<file path="src/rtl/issue_sched.sv">
// In-order issue scheduler: scans a head-of-queue window and dispatches ready
// instructions to class-matched execution ports with registered valid/ready outputs.
module issue_sched #(
  parameter int WINDOW    = 4,
  parameter int PORTS     = 4,
  parameter int DATA_W    = 32,
  parameter int ROB_IDX_W = 4,
  parameter int INSN_W    = 64,
  parameter logic [PORTS*4-1:0] PORT_CLASS = 16'b0011_0001_0100_1000
) (
  input  logic                          clock,
  input  logic                          reset,
  input  logic                          flush,
  input  logic [WINDOW-1:0]             win_valid,
  input  logic [WINDOW*4-1:0]           win_class,
  input  logic [WINDOW-1:0]             win_ops_ready,
  input  logic [WINDOW*DATA_W-1:0]      win_a,
  input  logic [WINDOW*DATA_W-1:0]      win_b,
  input  logic [WINDOW*ROB_IDX_W-1:0]   win_slot,
  input  logic [WINDOW*INSN_W-1:0]      win_insn,
  output logic [$clog2(WINDOW+1)-1:0]   consumed,
  output logic [PORTS-1:0]              port_valid,
  input  logic [PORTS-1:0]              port_ready,
  output logic [PORTS*DATA_W-1:0]       port_a,
  output logic [PORTS*DATA_W-1:0]       port_b,
  output logic [PORTS*ROB_IDX_W-1:0]    port_slot,
  output logic [PORTS*INSN_W-1:0]       port_insn,
  output logic [15:0]                   stall_cycles
);

  localparam int CNT_W = $clog2(WINDOW + 1);
  localparam int IDX_W = $clog2(WINDOW);

  logic [PORTS-1:0]  free;
  logic [PORTS-1:0]  claim;
  logic [IDX_W-1:0]  src [PORTS];
  logic [WINDOW-1:0] next_valid;
  logic              stop;
  logic              found;
  logic [3:0]        cls;

  assign free       = ~port_valid | port_ready;
  // next_valid[i] is win_valid[i+1]; the top entry never has a delay slot.
  assign next_valid = {1'b0, win_valid[WINDOW-1:1]};

  // NOTE: every variable gets a default at the top so no path leaves a latch;
  // blocking assignments here are intentional, later iterations see earlier claims.
  always_comb begin
    claim    = '0;
    consumed = '0;
    stop     = reset | flush;
    found    = 1'b0;
    cls      = '0;
    for (int p = 0; p < PORTS; p++) src[p] = '0;
    for (int i = 0; i < WINDOW; i++) begin
      cls = win_class[i*4 +: 4];
      if (!stop) begin
        if (!win_valid[i] || !win_ops_ready[i] || cls == 4'd0 ||
            (cls & (cls - 4'd1)) != 4'd0) begin
          stop = 1'b1;
        end else if (cls[3] && !next_valid[i]) begin
          stop = 1'b1;
        end else begin
          found = 1'b0;
          for (int p = 0; p < PORTS; p++) begin
            if (!found && free[p] && !claim[p] && (PORT_CLASS[p*4 +: 4] & cls) != 4'd0) begin
              claim[p] = 1'b1;
              src[p]   = IDX_W'(i);
              found    = 1'b1;
            end
          end
          if (found) consumed = consumed + CNT_W'(1);
          else       stop     = 1'b1;
        end
      end
    end
  end

  // NOTE: payload registers are reset too, because the ports must read zero
  // after reset; sequential state uses non-blocking assignments only.
  always_ff @(posedge clock) begin
    if (reset) begin
      port_valid <= '0;
      port_a     <= '0;
      port_b     <= '0;
      port_slot  <= '0;
      port_insn  <= '0;
    end else begin
      for (int p = 0; p < PORTS; p++) begin
        if (flush) begin
          port_valid[p] <= 1'b0;
        end else if (claim[p]) begin
          port_valid[p]                       <= 1'b1;
          port_a[p*DATA_W +: DATA_W]          <= win_a[src[p]*DATA_W +: DATA_W];
          port_b[p*DATA_W +: DATA_W]          <= win_b[src[p]*DATA_W +: DATA_W];
          port_slot[p*ROB_IDX_W +: ROB_IDX_W] <= win_slot[src[p]*ROB_IDX_W +: ROB_IDX_W];
          port_insn[p*INSN_W +: INSN_W]       <= win_insn[src[p]*INSN_W +: INSN_W];
        end else if (port_ready[p]) begin
          port_valid[p] <= 1'b0;
        end
      end
    end
  end

  always_ff @(posedge clock) begin
    if (reset) begin
      stall_cycles <= '0;
    end else if (win_valid[0] && consumed == '0 && !flush && stall_cycles != 16'hFFFF) begin
      stall_cycles <= stall_cycles + 16'd1;
    end
  end

endmodule
</file>
<file path="config.mk">
export PLATFORM = sky130hd
export DESIGN_NAME = issue_sched
export DESIGN_NICKNAME = d
export VERILOG_FILES = /design/src/rtl/issue_sched.sv
export SDC_FILE = /design/constraint.sdc
export NUM_CORES = 2
export LEC_CHECK = 0
export ABC_AREA = 1
export CORE_AREA = 2 2 430 432
export CTS_BUF_LIST = sky130_fd_sc_hd__clkbuf_8
export DETAILED_ROUTE_END_ITERATION = 6
export DIE_AREA = 0 0 432 434
export DONT_BUFFER_PORTS = 1
export PLACE_DENSITY = 0.4
export SLEW_MARGIN = 0
export SYNTH_ARGS = -nofsm -noshare
export SYNTH_HDL_FRONTEND = slang
export SYNTH_SLANG_ARGS = --single-unit
</file>
<file path="constraint.sdc">
create_clock -name clock -period 3.9 [get_ports clock]
set_input_delay 0.195 -clock clock [delete_from_list [all_inputs] [get_ports clock]]
set_output_delay 0.195 -clock clock [all_outputs]
set_load 0.01 [all_outputs]
</file>
* After elaboration in Yosys (flattened, before gate mapping)
Index checks and enable logic that the tools add are counted.
** Operators by class
- $add $sub $neg :: 8
- Equal/unequal tests :: 1
- Shift-type cells :: 16
- Muxes and demuxes :: 148
- Bitwise operators :: 8
- Reduce and logical (&&, ||, !) cells :: 113
** Operators with widths (count)
- $shiftx A128 B8 Y32 :: 8
- $shiftx A256 B9 Y64 :: 4
- $mux W1 :: 104
- $shiftx A16 B5 Y4 :: 4
- $mux W4 :: 12
- $mux W8 :: 6
- $logic_and A1 B1 Y1 :: 46
- $mux W3 :: 15
- $logic_not A1 Y1 :: 33
- $reduce_bool A4 Y1 :: 8
- $mux W7 :: 3
- $add A16 B1 Y16 const B :: 1
- $and A4 B4 Y4 :: 4
- $logic_not A4 Y1 :: 4
- $mux W2 :: 8
- $ne A16 B16 Y1 const B :: 1
- $sub A4 B1 Y4 const B :: 4
- $logic_or A1 B1 Y1 :: 12
- $add A3 B1 Y3 const B :: 3
- $reduce_and A2 Y1 :: 4
- $reduce_bool A2 Y1 :: 4
- $not A4 Y4 :: 1
- $or A4 B4 Y4 :: 1
- $logic_not A3 Y1 :: 1
- 3 further kinds :: 3
** Word-level totals
- Bits in registers :: 548
- Input bits :: 559

* Logic depth before layout (Yosys ltp)
- Depth after elaboration :: 129
- Depth in mapped cells :: 25
- Depth with buffers taken out :: 24

* Least setup slack after synthesis
Ideal clock, no wire load.
- Kind :: input to register
- From :: input port reset
- To :: register stall_cycles[10]
- Arrival :: 3.417 ns
- Required time :: 3.780 ns
- Slack :: 0.364 ns
- Stages on the path :: 22
- Path buffers :: 2
- Cells stage by stage :: buf_2 nor2_4 nand4_2 nor2_4 nand2_1 nand2_1 nand4_1 ha_1 o21ai_0 inv_1 ha_1 nand3b_1 nand2_1 nand2_1 ha_1 nand3_1 nand2_1 nor2_1 nand3_2 buf_6 nand2_1 a21oi_1
** On the way
- Word-level cells in the longest chain between the ends :: 77
** RTL lines
- from (decl) :: line 12 : input logic reset,
- $or A1 B1 Y1 (*) :: line 51 : stop = reset | flush;
- $mux W4 :: line 57 : if (!stop) begin
- $logic_not A1 Y1 :: line 66 : if (!found && free[p] && !claim[p] && (PORT_CLASS[p*4 +: 4] & cls) != 4'd0) begin
- $logic_and A1 B1 Y1 (2 in a row) :: line 66
- $mux W1 :: line 66
- $mux W1 :: line 61 : end else if (cls[3] && !next_valid[i]) begin
- $mux W1 :: line 58 : if (!win_valid[i] || !win_ops_ready[i] || cls == 4'd0 ||
- $mux W1 :: line 57
- [59 not listed]
- $mux W1 :: line 57
- $mux W3 :: line 72 : if (found) consumed = consumed + CNT_W'(1);
- $mux W3 :: line 61
- $mux W3 :: line 58
- $mux W3 (*) :: line 57
- via consumed[1] :: line 21 : output logic [$clog2(WINDOW+1)-1:0] consumed,
- $logic_not A3 Y1 (*) :: line 108 : end else if (win_valid[0] && consumed == '0 && !flush && stall_cycles != 16'hFFFF) begin
- $logic_and A1 B1 Y1 (*) (3 in a row) :: line 108
- to (signal assigned) :: line 109 : stall_cycles <= stall_cycles + 16'd1;
- to (decl) :: line 28 : output logic [15:0] stall_cycles
The timed path passes the listed nets; every way through them passes the cells marked *. The select of a mux whose other input is x is not followed.
A chain may end at the register's enable or synchronous reset.

* Worst setup path in the final report
- From :: register port_valid[0]
- To :: output port consumed[1]
** On the way
- Word-level cells in the longest chain between the ends :: 78
** RTL lines
- from (decl) :: line 22 : output logic [PORTS-1:0] port_valid,
- from (signal assigned) :: line 83 : port_valid <= '0;
- from (signal, indexed assignment) :: line 91 : port_valid[p] <= 1'b0;
- from (signal, indexed assignment) :: line 93 : port_valid[p] <= 1'b1;
- $not A4 Y4 (*) :: line 42 : assign free = ~port_valid | port_ready;
- $or A4 B4 Y4 (*) :: line 42
- parallel branches: the longest is 75 deep, another holds $logic_and A1 B1 Y1
- $mux W3 (*) :: line 57
- to (decl) :: line 21
Mark *: on every way between the ends. The select of a mux whose other input is x is not followed.

==> flow_metrics.env <==
export IMPL_yosysTopAreaCell="dfxtp_1"
export IMPL_instances_no_fill=9315
export IMPL_crit_path_max_fanout=6
export IMPL_crit_path_start_kind="flip-flop"
export IMPL_ctsHtreeMaxLevel=3
export IMPL_rsz0062_at_grt="yes"
export IMPL_slew_limit_headroom=0.253
export IMPL_place_area_um2=40900
export IMPL_reg2reg_slack_ns=0.15
export IMPL_synth_cell_types=43
export IMPL_skew_ns=0.0476
export IMPL_port_buffers=0
export IMPL_place_inst=8158
export IMPL_route_detailed_drc=1
export IMPL_grt_max_degree=197
export IMPL_swShare=0.285
export IMPL_multi_input_area_um2=21600
export IMPL_synthFlopType="dfxtp_1"
export IMPL_switching_power_mw=4.15
export IMPL_crit_type="reg2out"
export IMPL_drt_iter0_drc=3676
export IMPL_fillers=20100
export IMPL_hp_start="win_a[61]"
export IMPL_detail_route_antenna_nets=0
export IMPL_cts_tree="yes"
export IMPL_num_rows=157
export IMPL_violations="design-rule violations"
export IMPL_globalplace_congestion=0.919
export IMPL_viasPerCell=5.04
export IMPL_final_nets=7356
export IMPL_regArea_um2=11000
export IMPL_wl_per_cell_um=25.0
export IMPL_io_pins=1110
export IMPL_grt_pass1_wl_um=315000
export IMPL_dr_pass1_iters=7
export IMPL_synth_area_leaders="dfxtp_1 (29%), o211ai_1 (13%), nand2_1 (13%)"
export IMPL_synth_net_count=6719
export IMPL_syn_inst=6156
export IMPL_p_leak_nw=24.6
export IMPL_syn_cell_area_um2=38300
export IMPL_die_y_um=434
export IMPL_worstPathArrival_ns=3.67
export IMPL_grt_pass1_vias=44200
export IMPL_wirelength_um=233000
export IMPL_clock_path_buffers=3
export IMPL_rr_worst_depth=27
export IMPL_p_int_mw=10.4
export IMPL_fp_coreArea_um2=182000
export IMPL_cp_required_ns=3.70
export IMPL_hold_path_end="port_a[61]"
export IMPL_dpl_hpwl_um=149000
export IMPL_tightest_slew_ns=1.12
export IMPL_vdd_ir_drop_max_mv=0.236
export IMPL_initial_core_util=0.210
export IMPL_track_usage=0.224
export IMPL_whs_ns=0.143
export IMPL_slew_viol_final=0
export IMPL_die_area_um2=187000
export IMPL_synth_warnings=0
export IMPL_pwr_share_clk=0.498
export IMPL_hold_violations=0
export IMPL_end_kind="primary output"
export IMPL_cts_root_buf="clkbuf_8"
export IMPL_status="finished with violations"
export IMPL_whs_path_depth=5
export IMPL_areaGrowthSynthToFinish_pct=38.9
export IMPL_reg2reg_from="port_valid[0]"
export IMPL_p_per_area_nw_per_um2=274
export IMPL_syn_area_per_cell_um2=6.22
export IMPL_fmax_ghz=0.259
export IMPL_synth_top_cell_area_share=0.287
export IMPL_fin_ws_ns=0.0379
export IMPL_die_width_um=432
export IMPL_ys_seq_area_frac=0.287
export IMPL_async_reset_ff_frac=0
export IMPL_yosysMostFrequentCell="nand2_1"
export IMPL_critPathLaunch="port_valid[0]"
export IMPL_synth_edf_count=0
export IMPL_post_route_period_util=0.990
export IMPL_cts_clk_slew_worst_paths_ns=0.06
export IMPL_power_frac_seq=0.389
export IMPL_dp_slack_ns=0.127
export IMPL_finalCriticalPeriod_ns=3.86
export IMPL_max_cap_violations=0
export IMPL_cts_buffers=121
export IMPL_rr_endpoint="port_insn[115]"
export IMPL_hold_path_class="in2reg"
export IMPL_post_route_cell_area_um2=53200
export IMPL_synth_common_cells="nand2_1 (1277), inv_1 (974), nand3_1 (833)"
export IMPL_antenna_found_initial=36
export IMPL_drive_gt1_frac=0.0907
export IMPL_combPwrFrac=0.113
export IMPL_clkLatencyLatePin_ns=0.89
export IMPL_grt_overflow_total=0
export IMPL_ys_ff_latch=548
export IMPL_cts_sinks=548
export IMPL_dr_total_vias=46900
export IMPL_tns_ns=0
export IMPL_setup_viol=0
==> state kept, by name, indices dropped and copies added (netlist names) <==
register,cells
stall_cycles,16
port_a,128
port_slot,16
port_valid,4
port_b,128
port_insn,256
==> how the worst max path moves through the flow <==
| stage | end | slack [ns] | cells after the start |
|---|---|---|---|
| after floorplan | stall_cycles[10] | 0.36 | 22 |
| after global placement | stall_cycles[0] | 0.17 | 21 |
| after detailed placement | stall_cycles[11] | 0.13 | 20 |
| after CTS | consumed[1] | -0.02 | 14 |
| after global routing | consumed[1] | -0.14 | 17 |
| final | consumed[1] | 0.04 | 17 |
==> power by group through the flow <==
stage / clock network, mW / logic [mW] / registers [mW]
final: 7.24 / 1.65 / 5.66
after global routing: 7.70 / 1.78 / 5.66
after CTS: 7.48 / 1.62 / 5.66
after detailed placement: 0 / 0.833 / 5.78
after global placement: 0 / 0.829 / 5.78
after floorplan: 0 / 0.611 / 5.76
==> kinds of logic (layout without fill, tap and decap cells) <==
family                     Yosys count  in the layout  synth area share
and+or+nand+nor                   2453           2454             0.291
DFF                                548            548             0.287
other                                0             41                 0
adders and majority gates            5              5           0.00157
xor gates and xnor gates            15             15           0.00343
buffers and inverters             1519           2251             0.158
AOI/OAI and AO/OA                 1616           1616             0.259
==> per-layer routing <==
metal  wire, um  vias up  track usage
met5         30        -            0
met4      11000        4        0.112
met3      19700      494       0.0618
met2     113000     2138        0.389
met1      88900    22400        0.251
li1           -    21900            -
==> placed cells by master, fill, tap and decap left out, types with 7 or more instances in the layout <==
cell / count
o21ai_1: 64
diode_2: 41
dfxtp_1: 545
nand2_1: 1253
a21oi_1: 151
clkinv_2: 13
nand2_2: 18
nand2_4: 8
o21ai_0: 602
nand3_4: 8
clkbuf_8: 154
clkbuf_16: 14
xor2_1: 11
buf_12: 38
buf_6: 11
or2_1: 100
buf_4: 135
nor2_1: 25
inv_1: 1012
o211ai_1: 659
or2_0: 20
nand4_1: 9
or2_2: 144
dlygate4sd3_1: 830
nand3_1: 827
buf_16: 19
nand2_8: 7
a31oi_1: 132
nor3_1: 10
bufinv_16: 8
==> metrics by stage <==
stage,total power [mW],util
final,14.6,0.291
after global routing,15.1,0.291
after CTS,14.8,0.285
after detailed placement,6.62,0.224
after global placement,6.61,0.224
after floorplan,6.37,-
==> critical path, cell delays in order, from the launching register on <==
cell      delay, ns
dfxtp_2        0.33
nand2_4        0.07
nand2_4        0.07
inv_2          0.08
nand2_4        0.14
nand2_4        0.14
nand4_1        0.22
ha_1           0.36
o21ai_2        0.16
inv_2          0.07
ha_4           0.20
nand3b_1       0.14
nand2_1        0.09
nand2_2        0.08
ha_4           0.28
nand3_4        0.09
nand2_4        0.10
buf_6          0.12
==> cell type report <==
type,count,share of cell area
Antenna cell,41,0.00193
Clock buffer,154,0.0399
Clock inverter,65,0.00937
Inverter,982,0.0704
Multi-Input combinational cell,4090,0.407
Sequential cell,548,0.206
Tap cell,2385,0.0561
Timing Repair Buffer,1050,0.209
==> what timing repair did <==
item                       CTS  global route
buffers inserted            18            30
hold endpoints to repair   548             0
cloned                       0            18
pin swaps                   18            13
resized for setup           26            77
setup endpoints to repair    3           167
hold buffers               833             0
No activity file was read; power rests on OpenSTA's default activity.
